**src/rtl/spi_slave_if.sv**
```systemverilog
// SPI slave bundle: host-side word handshake, mode bits and the four SPI pins.
// The slave modport is the core's view; master is the host/bench view.
interface spi_slave_if #(
   parameter int DATA_WIDTH = 8
);
   logic                  cpol;
   logic                  cpha;
   logic [DATA_WIDTH-1:0] tx_data;
   logic                  tx_valid;
   logic                  tx_ready;
   logic [DATA_WIDTH-1:0] rx_data;
   logic                  rx_valid;
   logic                  tx_underrun;
   logic                  busy;
   logic                  sclk_pin;
   logic                  ncs_pin;
   logic                  mosi_pin;
   logic                  miso_pin;
   logic                  miso_oe;

   modport slave (
      input  cpol, cpha, tx_data, tx_valid, sclk_pin, ncs_pin, mosi_pin,
      output tx_ready, rx_data, rx_valid, tx_underrun, busy, miso_pin, miso_oe
   );

   modport master (
      output cpol, cpha, tx_data, tx_valid, sclk_pin, ncs_pin, mosi_pin,
      input  tx_ready, rx_data, rx_valid, tx_underrun, busy, miso_pin, miso_oe
   );
endinterface

```
**src/rtl/spi_slave.sv**
```systemverilog
// SPI slave for all four CPOL/CPHA modes; pins are resampled onto clk and
// a one-word holding register feeds the TX shifter for gapless streaming.
//
// state | meaning
// IDLE  | chip-select inactive, SCLK ignored, MISO released
// LOAD  | one cycle after ncs fall: holding word moved to TX shifter
// SHIFT | bits moving; words wrap and reload until ncs rises
module spi_slave #(
   parameter int DATA_WIDTH = 8,
   parameter bit MSB_FIRST  = 1'b1
) (
   input logic        clk,
   input logic        rst,
   spi_slave_if.slave bus
);
   localparam int            CW       = $clog2(DATA_WIDTH) + 1;
   localparam logic [CW-1:0] LAST_BIT = CW'(DATA_WIDTH - 1);

   typedef enum logic [1:0] {IDLE, LOAD, SHIFT} state_t;
   state_t state, state_next;

   logic sclk_meta, sclk_sync, sclk_d;
   logic ncs_meta, ncs_sync, ncs_d;
   logic mosi_meta, mosi_sync;
   logic [1:0] settle_cnt;
   logic ncs_armed;

   logic sclk_rise, sclk_fall, ncs_fall, ncs_rise;
   logic lead_edge, trail_edge, sample_edge, drive_edge;
   logic do_load, do_sample, do_drive, do_abort;

   logic [DATA_WIDTH-1:0] hold_reg, tx_sr, rx_sr;
   logic                  hold_valid;
   logic [CW-1:0]         bit_cnt;
   logic                  reload_pend, keep_bit, underrun_pend;
   logic [DATA_WIDTH-1:0] rx_data_r;
   logic                  rx_valid_r, underrun_r, miso_r, oe_r;

   logic [DATA_WIDTH-1:0] load_word, tx_adv, rx_next;
   logic                  take_hold, capture;

   function automatic logic first_bit(input logic [DATA_WIDTH-1:0] w);
      return MSB_FIRST ? w[DATA_WIDTH-1] : w[0];
   endfunction

   // The armed flag blocks a transfer already in flight when reset is released:
   // ncs must be seen high on real samples before a fall can start a word.
   always_ff @(posedge clk) begin
      if (rst) begin
         sclk_meta  <= 1'b0;
         sclk_sync  <= 1'b0;
         sclk_d     <= 1'b0;
         ncs_meta   <= 1'b1;
         ncs_sync   <= 1'b1;
         ncs_d      <= 1'b1;
         mosi_meta  <= 1'b0;
         mosi_sync  <= 1'b0;
         settle_cnt <= 2'd3;
         ncs_armed  <= 1'b0;
      end else begin
         sclk_meta <= bus.sclk_pin;
         sclk_sync <= sclk_meta;
         sclk_d    <= sclk_sync;
         ncs_meta  <= bus.ncs_pin;
         ncs_sync  <= ncs_meta;
         ncs_d     <= ncs_sync;
         mosi_meta <= bus.mosi_pin;
         mosi_sync <= mosi_meta;
         if (settle_cnt != 2'd0) settle_cnt <= settle_cnt - 2'd1;
         else if (ncs_sync)      ncs_armed  <= 1'b1;
      end
   end

   assign sclk_rise   = sclk_sync & ~sclk_d;
   assign sclk_fall   = ~sclk_sync & sclk_d;
   assign ncs_fall    = ncs_armed & ncs_d & ~ncs_sync;
   assign ncs_rise    = ~ncs_d & ncs_sync;
   assign lead_edge   = bus.cpol ? sclk_fall : sclk_rise;
   assign trail_edge  = bus.cpol ? sclk_rise : sclk_fall;
   assign sample_edge = bus.cpha ? trail_edge : lead_edge;
   assign drive_edge  = bus.cpha ? lead_edge : trail_edge;

   always_ff @(posedge clk) begin
      if (rst) state <= IDLE;
      else     state <= state_next;
   end

   always_comb begin
      state_next = state;
      do_load    = 1'b0;
      do_sample  = 1'b0;
      do_drive   = 1'b0;
      do_abort   = 1'b0;
      case (state)
         IDLE:    if (ncs_fall) state_next = LOAD;
         LOAD: begin
            state_next = SHIFT;
            do_load    = 1'b1;
         end
         SHIFT: begin
            do_sample = sample_edge;
            do_drive  = drive_edge;
         end
         default: state_next = IDLE;
      endcase
      if (ncs_rise && state != IDLE) begin
         state_next = IDLE;
         do_load    = 1'b0;
         do_sample  = 1'b0;
         do_drive   = 1'b0;
         do_abort   = 1'b1;
      end
   end

   assign load_word = hold_valid ? hold_reg : '0;
   assign take_hold = hold_valid & (do_load | (do_drive & reload_pend));
   assign capture   = bus.tx_valid & ~hold_valid;
   assign tx_adv    = MSB_FIRST ? {tx_sr[DATA_WIDTH-2:0], 1'b0}
                                : {1'b0, tx_sr[DATA_WIDTH-1:1]};
   assign rx_next   = MSB_FIRST ? {rx_sr[DATA_WIDTH-2:0], mosi_sync}
                                : {mosi_sync, rx_sr[DATA_WIDTH-1:1]};

   always_ff @(posedge clk) begin
      if (rst) begin
         hold_reg      <= '0;
         hold_valid    <= 1'b0;
         tx_sr         <= '0;
         rx_sr         <= '0;
         bit_cnt       <= '0;
         reload_pend   <= 1'b0;
         keep_bit      <= 1'b0;
         underrun_pend <= 1'b0;
         rx_data_r     <= '0;
         rx_valid_r    <= 1'b0;
         underrun_r    <= 1'b0;
         miso_r        <= 1'b0;
         oe_r          <= 1'b0;
      end else begin
         rx_valid_r <= 1'b0;
         underrun_r <= 1'b0;

         if (take_hold) hold_valid <= 1'b0;
         if (capture) begin
            hold_reg   <= bus.tx_data;
            hold_valid <= 1'b1;
         end

         if (do_abort) begin
            bit_cnt       <= '0;
            reload_pend   <= 1'b0;
            keep_bit      <= 1'b0;
            underrun_pend <= 1'b0;
            miso_r        <= 1'b0;
            oe_r          <= 1'b0;
         end

         // With cpha=1 the first drive edge must re-present bit 0, not advance.
         if (do_load) begin
            tx_sr         <= load_word;
            miso_r        <= first_bit(load_word);
            oe_r          <= 1'b1;
            underrun_r    <= ~hold_valid;
            bit_cnt       <= '0;
            reload_pend   <= 1'b0;
            underrun_pend <= 1'b0;
            keep_bit      <= bus.cpha;
         end

         if (do_sample) begin
            rx_sr <= rx_next;
            if (bit_cnt == LAST_BIT) begin
               bit_cnt     <= '0;
               rx_data_r   <= rx_next;
               rx_valid_r  <= 1'b1;
               reload_pend <= 1'b1;
            end else begin
               bit_cnt <= bit_cnt + CW'(1);
            end
            if (underrun_pend) begin
               underrun_r    <= 1'b1;
               underrun_pend <= 1'b0;
            end
         end

         // A reload with an empty holder only counts as underrun once the
         // next word actually clocks its first sample edge.
         if (do_drive) begin
            if (reload_pend) begin
               tx_sr         <= load_word;
               miso_r        <= first_bit(load_word);
               underrun_pend <= ~hold_valid;
               reload_pend   <= 1'b0;
            end else if (keep_bit) begin
               keep_bit <= 1'b0;
            end else begin
               tx_sr  <= tx_adv;
               miso_r <= first_bit(tx_adv);
            end
         end
      end
   end

   assign bus.tx_ready    = ~hold_valid;
   assign bus.busy        = (state != IDLE);
   assign bus.rx_data     = rx_data_r;
   assign bus.rx_valid    = rx_valid_r;
   assign bus.tx_underrun = underrun_r;
   assign bus.miso_pin    = miso_r;
   assign bus.miso_oe     = oe_r;
endmodule

```
**src/flat_wrapper.sv**
```systemverilog
// flat-port wrapper written by rule: the top's interface ports become plain ports
module spi_slave_flat 
#(
   parameter int DATA_WIDTH = 8,
   parameter bit MSB_FIRST  = 1'b1
)
  (clk, rst, bus_cpol, bus_cpha, bus_tx_data, bus_tx_valid, bus_sclk_pin, bus_ncs_pin, bus_mosi_pin, bus_tx_ready, bus_rx_data, bus_rx_valid, bus_tx_underrun, bus_busy, bus_miso_pin, bus_miso_oe);
  spi_slave_if #(.DATA_WIDTH(DATA_WIDTH)) bus_i ();
  input logic clk;
  input logic rst;
  input wire logic [$bits(bus_i.cpol)-1:0] bus_cpol;
  input wire logic [$bits(bus_i.cpha)-1:0] bus_cpha;
  input wire logic [$bits(bus_i.tx_data)-1:0] bus_tx_data;
  input wire logic [$bits(bus_i.tx_valid)-1:0] bus_tx_valid;
  input wire logic [$bits(bus_i.sclk_pin)-1:0] bus_sclk_pin;
  input wire logic [$bits(bus_i.ncs_pin)-1:0] bus_ncs_pin;
  input wire logic [$bits(bus_i.mosi_pin)-1:0] bus_mosi_pin;
  output wire logic [$bits(bus_i.tx_ready)-1:0] bus_tx_ready;
  output wire logic [$bits(bus_i.rx_data)-1:0] bus_rx_data;
  output wire logic [$bits(bus_i.rx_valid)-1:0] bus_rx_valid;
  output wire logic [$bits(bus_i.tx_underrun)-1:0] bus_tx_underrun;
  output wire logic [$bits(bus_i.busy)-1:0] bus_busy;
  output wire logic [$bits(bus_i.miso_pin)-1:0] bus_miso_pin;
  output wire logic [$bits(bus_i.miso_oe)-1:0] bus_miso_oe;
  assign bus_i.cpol = bus_cpol;
  assign bus_i.cpha = bus_cpha;
  assign bus_i.tx_data = bus_tx_data;
  assign bus_i.tx_valid = bus_tx_valid;
  assign bus_i.sclk_pin = bus_sclk_pin;
  assign bus_i.ncs_pin = bus_ncs_pin;
  assign bus_i.mosi_pin = bus_mosi_pin;
  assign bus_tx_ready = bus_i.tx_ready;
  assign bus_rx_data = bus_i.rx_data;
  assign bus_rx_valid = bus_i.rx_valid;
  assign bus_tx_underrun = bus_i.tx_underrun;
  assign bus_busy = bus_i.busy;
  assign bus_miso_pin = bus_i.miso_pin;
  assign bus_miso_oe = bus_i.miso_oe;
  spi_slave #(.DATA_WIDTH(DATA_WIDTH), .MSB_FIRST(MSB_FIRST)) u_core (.clk(clk), .rst(rst), .bus(bus_i));
endmodule
```
**config.mk**
```make
export PLATFORM = sky130hd
export DESIGN_NAME = spi_slave_flat
export DESIGN_NICKNAME = d
export VERILOG_FILES = /design/src/rtl/spi_slave_if.sv /design/src/rtl/spi_slave.sv /design/src/flat_wrapper.sv
export SDC_FILE = /design/constraint.sdc
export NUM_CORES = 1
export LEC_CHECK = 0
export ABC_AREA = 1
export CAP_MARGIN = 25
export CORE_MARGIN = 5
export CORE_UTILIZATION = 40
export DETAILED_ROUTE_END_ITERATION = 6
export HOLD_SLACK_MARGIN = 0.06
export PLACE_DENSITY = 0.63
export REMOVE_ABC_BUFFERS = 1
export SYNTH_ARGS = -nofsm -noshare
export SYNTH_HDL_FRONTEND = slang
export SYNTH_SLANG_ARGS = --single-unit
export TNS_END_PERCENT = 5
```
**constraint.sdc**
```tcl
create_clock -name clk -period 1.6 [get_ports clk]
set_input_delay 0.32 -clock clk [delete_from_list [all_inputs] [get_ports clk]]
set_output_delay 0.32 -clock clk [all_outputs]
set_load 0.1 [all_outputs]
```
After elaboration in Yosys (flattened, before gate mapping) --
Index checks and enable logic that the tools add are counted.
Word-level totals: register bits 56, input port bits 16, word-level logic and storage cells 111
Cells by class: add/subtract/negate cells 2, equality and inequality tests 4, mux-type cells 52, bitwise logic cells 17, reduce and logical (&&, ||, !) cells 12
Operators with widths (count):
- $mux W1 | 41
- $mux W8 | 5
- $mux W4 | 4
- $and A1 B1 Y1 | 8
- $not A1 Y1 | 8
- $reduce_bool A2 Y1 | 4
- $pmux W2 S3 | 1
- $reduce_and A2 Y1 | 3
- $add A4 B1 Y4 const B | 1
- $eq A4 B3 Y1 const B | 1
- $reduce_or A2 Y1 | 2
- $reduce_bool A3 Y1 | 1
- $eq A2 B1 Y1 const B | 1
- $eq A2 B2 Y1 const B | 1
- $logic_not A2 Y1 | 1
- $mux W2 | 1
- $ne A2 B1 Y1 const B | 1
- $sub A2 B1 Y2 const B | 1
- $logic_and A1 B1 Y1 | 1
- $or A1 B1 Y1 | 1

Longest topological paths before layout --
Gate-level depths: netlist of the first run.
depth in word-level cells 11, gate-level depth with buffers 10

Worst setup path before layout of the first run --
Ideal clock, no wire load.
path kind register to register, from register u_core.hold_valid, to register u_core.hold_reg[0], library setup time 64 ps, data arrival time 1759 ps, data required time 1536 ps, setup slack -224 ps, stages on the path, launching flop included 7, buffers on the path 1, clock period less this slack 1824 ps, path through dfxtp_1 buf_2 inv_1 nand2_1 inv_1 nor2_1 nor2_1
On the way: cells in the longest elaborated chain, start to end 2
RTL lines:
- start, declared | RTL line spi_slave.sv:33 | logic hold_valid;
- start signal, assigned | RTL line spi_slave.sv:126 | hold_valid <= 1'b0;
- start signal, assigned | RTL line spi_slave.sv:142 | if (take_hold) hold_valid <= 1'b0;
- start signal, assigned | RTL line spi_slave.sv:145 | hold_valid <= 1'b1;
- $not A1 Y1
- named net bus_tx_ready | RTL line flat_wrapper.sv:18 | output wire logic [$bits(bus_i.tx_ready)-1:0] bus_tx_ready;
- $and A1 B1 Y1 | RTL line spi_slave.sv:117 | assign capture = bus.tx_valid & ~hold_valid;
- end signal, assigned | RTL line spi_slave.sv:144 | hold_reg <= bus.tx_data;
- end, declared | RTL line spi_slave.sv:32 | logic [DATA_WIDTH-1:0] hold_reg, tx_sr, rx_sr;
The timed path passes the listed nets, and every way through them passes these cells. A chain may end at the register's enable or synchronous reset.

Worst setup path after layout of the first run --
from input bus_cpol, to register u_core.tx_sr[2]
On the way: cells in the longest elaborated chain, start to end 5
RTL lines:
- start, declared | RTL line flat_wrapper.sv:11 | input wire logic [$bits(bus_i.cpol)-1:0] bus_cpol;
- $mux W1 (on tied branches) | RTL line spi_slave.sv:79, spi_slave.sv:78
- $mux W1 * | RTL line spi_slave.sv:81 | assign drive_edge = bus.cpha ? lead_edge : trail_edge;
- $mux W1 * | RTL line spi_slave.sv:94 | case (state)
- $mux W1 * | RTL line spi_slave.sv:106 | if (ncs_rise && state != IDLE) begin
- $mux W8 * | RTL line spi_slave.sv:187 | if (do_drive) begin
- end signal, assigned | RTL line spi_slave.sv:159 | tx_sr <= load_word;
- end signal, assigned | RTL line spi_slave.sv:189 | tx_sr <= load_word;
- end signal, assigned | RTL line spi_slave.sv:196 | tx_sr <= tx_adv;
- end, declared | RTL line spi_slave.sv:32
Mark *: on every way between the ends. The rest lies on a longest branch, timed or not.

==> results.toml, run 1 <==
[placement]
place_inst = 441
dpl.hpwl_um = 3697
place.gp.congestion = 0.7502
io_buffers = 29

[sta]
clock.fmax_mhz = 664.5
clock-skew-final_ns = 0.009109
tightest_slew_ns = 0.3117
holdWs_ns = 0.4132
setup-violations-final = 0
hold_violations = 0
finalCritPeriodShare = 0.9405
slew_viol_final = 0
slew_headroom = 0.7915
fin_crit_ns = 1.505
rsz0062_at_grt = "false"

[clocking]
cts.path.max_buffers = 2
clkLatencyLatePin_ns = 0.32
clk_pin_slew_worst_paths_ns = 0.10
cts_max_level = 2
clock_sinks = 55
root_buffer = "clkbuf_8"
hold_buffers = 0
numCtsBuffers = 5
cts_tree = "built"

[die]
initial_utilization = 0.4172
num_io_pins = 30
core_area_mm2 = 0.006026
chipHeight_um = 89.27
die_w_um = 89.27
row_count = 28
dieArea_mm2 = 0.007969

[logic_synthesis]
ys_seq_area_frac = 0.4380
ys_types = 29
yosysWarnings = 0
syn_area_mm2 = 0.002514
ys_ff_latch = 55
syn_inst = 338
syn_area_per_cell_um2 = 7.437

[detailed_routing]
first_pass_iters = 4
wirelength_um = 5104
drc = 0
drtIter0Drc = 90
via_per_inst = 4.816
vias = 2172
wl_per_cell_um = 11.32
ant_nets = 0

[power_and_ir_drop]
ir_drop_mv = 0.4502
swShare = 0.2604
power_density_mw_per_mm2 = 779.1
intPower_mw = 1.828
seqPwrFrac = 0.579
leakage_nw = 1.495
clkPwrFrac = 0.332
combPwrFrac = 0.089
p_switching_mw = 0.6436

[worst_setup_path]
cp.arrival_ns = 1.73
critPathSlowestCell = "clkdlybuf4s50_1"
startpoint_type = "input pin"
path_depth = 11
reg2regPathDepth = 8
cpPeakStageDelay_ns = 0.51
path_class = "input pin to flop"
cp_cell_sequence = "clkdlybuf4s50_1 > inv_1 > nand3_1 > nand3_2 > nand2_4 > nor2_8 > buf_12 > nand2_1 > nand3_2 > nand2_1 > inv_1"
crit_buf_inv = 4
required_ns = 1.82
end_kind = "flop"
crit_family = "buffers and inverters"
crit_path_max_fanout = 15

[layout]
final_common_cell = "nand2_1"
n_antenna_cell = 0
layout.cells.most_common_list = "nand2_1 (64), dfxtp_1 (55), inv_1 (48)"
fin_nets = 393
syn_to_final_growth_pct = 26.18
final_util = 0.5264
fin_cells = 451
drive_above_1_share = 0.1941

[global_routing]
overflow = 0
grt_pass1_wl_um = 8638
grt_usage = 0.1376
grt_pass1_vias = 2028
antenna_found_initial = 0
grt_max_degree = 34

[min_path]
hold_depth = 2
worstHoldPathType = "flop to flop"

[flow_run]
max-cap-violations = 0

[run_status]
outcome = "finished clean"
worst register-to-register path: cells and delay by family (launching register included):
kind,cells,cell delay (ns)
simple gates,5,0.58
compound gates,2,0.39
flops,1,0.34
buf+inv,1,0.05
cells by family (layout without fill, tap and decap cells):
kind of cell / Yosys count / count (layout) / synth area share
AOI/OAI and AO/OA: 52 / 52 / 0.1095
xor gates and xnor gates: 1 / 1 / 0.003485
adders and majority gates: 2 / 2 / 0.009954
buffers and inverters: 63 / 101 / 0.1140
DFF: 55 / 55 / 0.4380
and+or+nand+nor: 165 / 165 / 0.3250
synth_stat cells (all sizes together):
cell type  instances  area share
nor2              52       0.096
a21oi             19       0.038
dfxtp             55        0.44
nand3             37        0.10
buf                5       0.019
xor2               1      0.0035
or2                3      0.0075
o22ai              2      0.0050
o21ai             30       0.064
inv               52       0.078
clkbuf             6       0.017
nor3               1      0.0020
nand4              1      0.0025
a31oi              1      0.0025
nand2             71        0.11
ha                 2       0.010
per-layer routing:
metal / routed length (µm) / GRT usage
met5: 0 / 0
met4: 84 / 0.05548
met3: 237 / 0.03963
met2: 2463 / 0.2344
met1: 2319 / 0.1619
through the flow:
step | TNS [ns] | power, mW | worst slack (ns) | instance area [µm²]
3_3_place_gp | -3.970 | 1.677 | -0.2029 | 3034
6_report | 0 | 2.471 | 0.09519 | 3172
3_5_place_dp | -5.765 | 1.684 | -0.2792 | 3034
4_1_cts | 0 | 2.501 | 0.03583 | 3131
2_1_floorplan | -2.205 | 1.579 | -0.1728 | 2422
5_1_grt | 0 | 2.587 | 0.0008539 | 3172
power by group through the flow:
stage	clock network (mW)	registers, mW	logic [mW]
after global routing	0.904	1.44	0.246
after floorplan	0	1.46	0.117
after CTS	0.848	1.43	0.222
final	0.820	1.43	0.220
after detailed placement	0	1.46	0.221
after global placement	0	1.46	0.216
worst paths after layout:
| path | slack (ns) | end | startpoint |
|---|---|---|---|
| setup reg to reg | 0.17 | u_core.tx_sr[0] | u_core.state[0] |
| hold reg to reg | 0.41 | u_core.sclk_sync | u_core.sclk_meta |
| hold / removal | 0.41 | u_core.sclk_sync | u_core.sclk_meta |
| setup / recovery | 0.1 | u_core.tx_sr[2] | bus_cpol |
final cells by class:
class	instances	area [µm²]
clock buffers	5	68.82
clock inverters	3	27.53
fillers	583	2854
inverters	52	195.2
multi-input cells	220	1136
flip-flops and latches	55	1101
well taps	75	93.84
repair buffers	41	549.3
what timing repair did:
| item | in CTS | in global routing |
|---|---|---|
| resized for setup | 0 | 4 |
| setup buffers | 0 | 2 |
| setup endpoints to repair | 0 | 14 |
No activity file was read; power rests on OpenSTA's default activity.
==> run 2: changes to the inputs <==
- HOLD_SLACK_MARGIN: 0.06 -> not set
- PLACE_DENSITY: 0.63 -> not set
==> run 2 against run 1 <==
Die area unchanged; setup slack improved by 0.027 ns; clock power is 33% higher; highest routed layer unchanged; first-iteration DRC count down 2.2%; largest cell class unchanged; clock-buffer cell count stayed put; critical path depth decreased by 3.
==> results.toml, run 2 (synthesized netlist as in run 1, its figures left out) <==
[detailed_routing]
ant_nets = 0
vias = 2119
drc = 0
routed.top_layer = "met4"
met3_length_um = 205
wirelength_um = 5094
wl_met2_um = 2423
wl_per_cell_um = 11.32
wl_met1_um = 2409
drtIter0Drc = 88
first_pass_iters = 5
via_per_inst = 4.709

[clocking]
clk_pin_slew_worst_paths_ns = 0.10
clock_sinks = 55
cts.path.max_buffers = 2
cts_resized = 0
numCtsBuffers = 5
hold_buffers = 0
clkLatencyLatePin_ns = 0.31
cts_tree = "built"
cts_max_level = 2
root_buffer = "clkbuf_8"
post_cts_buffers = 0

[power_and_ir_drop]
combPwrFrac = 0.081
ir_drop_mv = 0.5689
p_switching_mw = 0.6172
intPower_mw = 2.128
leakage_nw = 1.523
clkPwrFrac = 0.398
swShare = 0.2248
power_density_mw_per_mm2 = 855.4
seqPwrFrac = 0.521

[layout]
postLayoutCellArea_mm2 = 0.003209
final_common_cell = "nand2_1"
fin_nets = 392
fillers = 577
final_util = 0.5326
n_antenna_cell = 0
syn_to_final_growth_pct = 27.68
layout.cells.most_common_list = "nand2_1 (63), dfxtp_1 (55), inv_1 (47)"
drive_above_1_share = 0.2027

[sta]
slew_viol_final = 0
clock.fmax_mhz = 676.6
setup_ws_ns = 0.1220
tightest_slew_ns = 0.3213
slew_headroom = 0.7850
fin_crit_ns = 1.478
tns_ns = 0
finalCritPeriodShare = 0.9237
holdWs_ns = 0.4107
setup-violations-final = 0
clock-skew-final_ns = 0.006380
hold_violations = 0

[worst_setup_path]
path_class = "input pin to flop"
crit_path_max_fanout = 9
reg2reg_from = "u_core.bit_cnt[0]"
reg2regPathDepth = 7
end_kind = "flop"
required_ns = 1.85
cp.arrival_ns = 1.73
r2r-end = "u_core.bus.rx_data[4]"
crit_family = "buffers and inverters"
crit_buf_inv = 2
critPathSlowestCell = "clkdlybuf4s50_1"
cpPeakStageDelay_ns = 0.51
startpoint_type = "input pin"
cp_common_cell = "nand3_1"
rrSetupSlack_ns = 0.14
cp_cell_sequence = "clkdlybuf4s50_1 > nand3_1 > nand3_1 > nand3_2 > buf_6 > nor2_8 > nand2_2 > o21ai_2"

[die]
core_area_mm2 = 0.006026
die_w_um = 89.27
num_io_pins = 30
row_count = 28
initial_utilization = 0.4172
dieArea_mm2 = 0.007969
chipHeight_um = 89.27

[global_routing]
grt_usage = 0.1431
grt_pass1_wl_um = 9052
grt_max_degree = 34
antenna_found_initial = 0
overflow = 0
grt_pass1_vias = 2031

[placement]
placed_cell_area_mm2 = 0.003042
place.gp.congestion = 0.7470
place_ws_ns = -0.2441
dpl.hpwl_um = 3610
io_buffers = 29

[run_status]
outcome = "finished clean"

[min_path]
worstHoldPathType = "flop to flop"
hold_depth = 2
hold_end = "u_core.sclk_sync"
min_from = "u_core.sclk_meta"

[flow_run]
max-cap-violations = 0
run 2: per-layer routing:
metal,up-vias,global-route usage
met5,-,0
met4,0,0.04465
met3,5,0.03871
met2,30,0.2425
met1,955,0.1767
li1,1129,-
run 2: tightest hold or removal path, delay by kind of cell, from the launching register on:
family                 cells  cell delay (ns)
DFF                        1             0.31
buffers and inverters      1             0.04
and+or+nand+nor            1             0.03
run 2: final cells by class:
| cell class | count | area, µm² | area share |
|---|---|---|---|
| Clock inverter | 3 | 67.56 | 0.02105 |
| Sequential cell | 55 | 1101 | 0.3431 |
| Timing Repair Buffer | 40 | 529.3 | 0.1649 |
| Tap cell | 75 | 93.84 | 0.02924 |
| Multi-Input combinational cell | 220 | 1154 | 0.3595 |
| Inverter | 52 | 195.2 | 0.06082 |
| Clock buffer | 5 | 68.82 | 0.02144 |
run 2: worst max path at each step:
stage                            from               endpoint  slack, ns  cells past startpoint
floorplan           u_core.hold_valid     u_core.hold_reg[0]      -0.17                      5
global placement             bus_cpol   u_core.underrun_pend      -0.20                      9
detailed placement           bus_cpol   u_core.underrun_pend      -0.24                      9
CTS                          bus_cpol   u_core.underrun_pend       0.04                     10
global route        u_core.bit_cnt[0]  u_core.bus.rx_data[4]     -0.006                      7
finish                       bus_cpol  u_core.bus.rx_data[4]       0.12                      8
run 2: power groups by stage:
stage               Sequential [mW]  Clock, mW  Combinational, mW
detailed placement             1.46          0              0.221
global placement               1.46          0              0.216
CTS                            1.43       1.11              0.223
finish                         1.43       1.09              0.222
global route                   1.44       1.18              0.251
floorplan                      1.46          0              0.117
run 2: through the flow:
stage	instances	total power, mW
2_1_floorplan	327	1.579
3_3_place_gp	442	1.677
3_5_place_dp	442	1.684
4_1_cts	450	2.766
5_1_grt	450	2.865
6_report	450	2.745
